[src/rtl/mux2_sync.sv]
// Parameterised 2:1 word multiplexer with a combinational output and a registered, load-enabled copy.
// Optional macro MUX2_SYNC_SEL_COUNT_EN adds an 8-bit saturating counter of select changes (sel_changes).
module mux2_sync #(
  parameter int          WIDTH   = 4,
  parameter int unsigned RST_VAL = 0
) (
  input  logic             clk,
  input  logic             reset,
  input  logic [WIDTH-1:0] a,
  input  logic [WIDTH-1:0] b,
  input  logic             sw,
  input  logic             en,
  output logic [WIDTH-1:0] out,
  output logic [WIDTH-1:0] out_q,
  output logic             q_valid
`ifdef MUX2_SYNC_SEL_COUNT_EN
  ,
  output logic [7:0]       sel_changes
`endif
);

  // RST_VAL is zero-extended or truncated to the data width
  localparam logic [WIDTH-1:0] RST_VAL_W = WIDTH'(RST_VAL);

  logic [WIDTH-1:0] sel_s;
  logic [WIDTH-1:0] out_q_r;
  logic             q_valid_r;

  // Combinational selection; an unknown sw propagates as X in simulation
  assign sel_s = sw ? b : a;
  assign out   = sel_s;

  // Registered copy of the selection; reset takes priority over the load enable
  always_ff @(posedge clk) begin
    if (reset) begin
      out_q_r   <= RST_VAL_W;
      q_valid_r <= 1'b0;
    end else if (en) begin
      out_q_r   <= sel_s;
      q_valid_r <= 1'b1;
    end else begin
      out_q_r   <= out_q_r;
      q_valid_r <= q_valid_r;
    end
  end

  assign out_q   = out_q_r;
  assign q_valid = q_valid_r;

`ifdef MUX2_SYNC_SEL_COUNT_EN
  logic       sw_prev_r;
  logic [7:0] sel_cnt_r;

  // Count edges where sw differs from the previous edge, saturating at 255 and ignoring en
  always_ff @(posedge clk) begin
    if (reset) begin
      sw_prev_r <= 1'b0;
      sel_cnt_r <= 8'd0;
    end else begin
      sw_prev_r <= sw;
      if ((sw != sw_prev_r) && (sel_cnt_r != 8'd255)) begin
        sel_cnt_r <= sel_cnt_r + 8'd1;
      end else begin
        sel_cnt_r <= sel_cnt_r;
      end
    end
  end

  assign sel_changes = sel_cnt_r;
`endif

endmodule

[config.mk]
export PLATFORM = sky130hd
export DESIGN_NAME = mux2_sync
export DESIGN_NICKNAME = d
export VERILOG_FILES = /design/src/rtl/mux2_sync.sv
export SDC_FILE = /design/constraint.sdc
export NUM_CORES = 1
export LEC_CHECK = 0
export CORE_AREA = 2 2 39 41
export CTS_BUF_LIST = sky130_fd_sc_hd__clkbuf_4
export CTS_CLUSTER_SIZE = 16
export DETAILED_ROUTE_END_ITERATION = 16
export DIE_AREA = 0 0 41 43
export HOLD_SLACK_MARGIN = 0.08
export PLACE_DENSITY = 0.59
export SYNTH_ARGS = -nofsm -noshare
export SYNTH_HDL_FRONTEND = slang
export SYNTH_SLANG_ARGS = --single-unit
[constraint.sdc]
create_clock -name clk -period 1 [get_ports clk]
set_input_delay 0.3 -clock clk [delete_from_list [all_inputs] [get_ports clk]]
set_output_delay 0.3 -clock clk [all_outputs]
set_load 0.01 [all_outputs]
==> flow_summary.ini <==
[status]
status = finished, violations left
violations = setup timing

[synth]
synth_cells = 20
yosysSeqAreaShare_pct = 44.2
synth-xor-area-share_pct = 0
ys_types = 6
synth_mux_area_share_pct = 19.9
yosys.area_share.simple_pct = 3.31
ys.warnings.count = 0
synth_top_family_by_area = compound AO/OA/AOI/OAI gates
synth_area_um2 = 226
ys_top_cells_by_area = dfxtp_1 (44%), mux2_2 (20%), o21ba_2 (18%), o21a_1 (13%), nor2_1 (3.3%)
synth_fp_nets = 32
synth_compound_area_share_pct = 30.9
synthAdderAreaFrac_pct = 0
avgSynthCellArea_um2 = 11.3
synth_area_leader_cell = dfxtp_1
yosys_register_bits = 5
synth_top_area_share_pct = 44.2

[die]
rows = 14
fp.dieArea_um2 = 1760
core-area_um2 = 1380
ios = 21
die_x_um = 41
die_h_um = 43
start_util_pct = 16.4

[finish]
drive_above_1_share_pct = 81.3
diodes = 0
final_cell_area_um2 = 499
final_cell_mix = buf_2 (9), buf_6 (8), dfxtp_2 (5)
syn2layout_area_growth_pct = 120
fin_nets = 61
layout_commonest_cell = buf_2

[sta]
skew_ns = 0
slew_viol_final = 0
final.setup.worst_slack_ns = -0.135
hold_viol = 0
rsz0062_at_grt = yes
worstMarginPinSlew_ns = 0.213
finalWorstPathRequiredPeriod_ns = 1.14
max_freq_ghz = 0.881
maxSlewHeadroom_pct = 85.8
setup_viol = 4
timing.final.crit_share_pct = 114
holdWs_ns = 0.318

[route]
top_layer = met3
route.detailed.drc = 0
drtAntennaViolNets = 0
met2WireLength_um = 283
drt_iter0_drc = 2
via_count = 258
avgViaCountPerCell = 4.03
wl_met3_um = 90
wl_met1_um = 269
drt_wl_total_um = 643
dr.pass1.iters = 2
drt-wirelength-per-cell_um = 10.0

[placed_design]
place_congestion = 0.660
dpl.hpwl_um = 479
portBuffers = 20
placed_area_um2 = 469

[clock_network]
ctsHoldBuffers = 0
htreeDepth = 1
clkLatencyLatePin_ns = 0.24
root_buffer = clkbuf_4
cts_buffers = 3
cts.sinks = 5
clk_path_buf_depth = 2
clk_pin_slew_ns = 0.04
cts_tree = yes

[pwr]
vdd_drop_max_mv = 0.607
p_int_mw = 0.513
finalPower_mw = 0.659
p_leak_nw = 0.254
p_clk_share_pct = 38.8
p_per_area_nw_per_um2 = 1320
comb_power_share_pct = 26.7
switchingPower_mw = 0.145
power.share.sequential_pct = 34.5
p_sw_share_pct = 22.1

[setup_path]
critPathLaunchType = input port
cp.required_ns = 0.70
cp-endpoint = out[1]
critPathCaptureType = output port
critPathKind = in -> out
critical_path_peak_fanout = 4
crit_start = sw
cp.arrival_ns = 0.84
crit-reg2reg-launch = out_q[0]
timing.reg2reg.setup_slack_ns = 0.30
r2r_end = out_q[0]
worst_r2r_path_depth = 2

[run]
maxCapViolCount = 0

[global_routing]
grt_first_pass_wirelength_um = 959
grt_antenna_before_repair = 0
grt_pass1_vias = 240
grt_max_degree = 7
overflow = 0
grt_usage_pct = 8.12

[min_path]
hp-class = in -> reg
==> cell families after synthesis <==
family	Yosys count
AOI/OAI and AO/OA	8
and+or+nand+nor	2
buffers and inverters	1
muxes	4
DFF	5
==> routing by layer <==
| metal | track usage [%] | up-vias |
|---|---|---|
| li1 | - | 127 |
| met1 | 9.62 | 118 |
| met2 | 10.9 | 13 |
| met3 | 5.24 | 0 |
| met4 | 4.00 | 0 |
| met5 | 0 | - |
==> critical path, cell delays in order <==
cell    delay, ns
buf_8        0.11
mux2_4       0.30
buf_6        0.12
==> flip-flops by register name (all words and copies together), names as in the netlist <==
register and count:
out_q 4, q_valid 1
==> power groups by stage <==
stage	clock network [mW]	logic, mW	registers [mW]
final	0.256	0.176	0.228
after global routing	0.285	0.191	0.229
after CTS	0.269	0.166	0.223
after detailed placement	0	0.176	0.226
after global placement	0	0.175	0.226
after floorplan	0	0.0507	0.233
==> cell usage after synthesis, drive strengths merged <==
cell   count
dfxtp      5
mux2       4
o21a       4
o21ba      4
nor2       2
inv        1
==> how the worst min path moves through the flow <==
stage | startpoint | end | slack (ns) | depth (start not counted)
after floorplan | reset | q_valid | 0.37 | 1
after global placement | q_valid | q_valid | 0.45 | 2
after detailed placement | q_valid | q_valid | 0.46 | 2
after CTS | b[0] | out_q[0] | 0.40 | 3
after global routing | reset | q_valid | 0.35 | 2
final | reset | q_valid | 0.32 | 2
==> repair_timing <==
action / CTS / global route
buffers inserted: 1 / 0
endpoints found under the setup margin: 13 / 9
resized for setup: 80 / 7
==> per-stage QoR <==
stage	cells	setup TNS, ns	setup WS (ns)	util (%)
5_1_grt	64	-0.574	-0.147	36.1
2_1_floorplan	20	0	0.0556	-
4_1_cts	64	-0.543	-0.139	33.9
3_3_place_gp	59	-7.36	-1.03	33.9
3_5_place_dp	59	-7.47	-1.04	33.9
6_report	64	-0.526	-0.135	36.1
==> layout make-up <==
type / count / area, um2
Clock buffer: 4 / 30.0
Fill cell: 154 / 885
Inverter: 1 / 3.75
Multi-Input combinational cell: 14 / 138
Sequential cell: 5 / 106
Tap cell: 16 / 20.0
Timing Repair Buffer: 24 / 201
(Power assumes the default switching activity.)
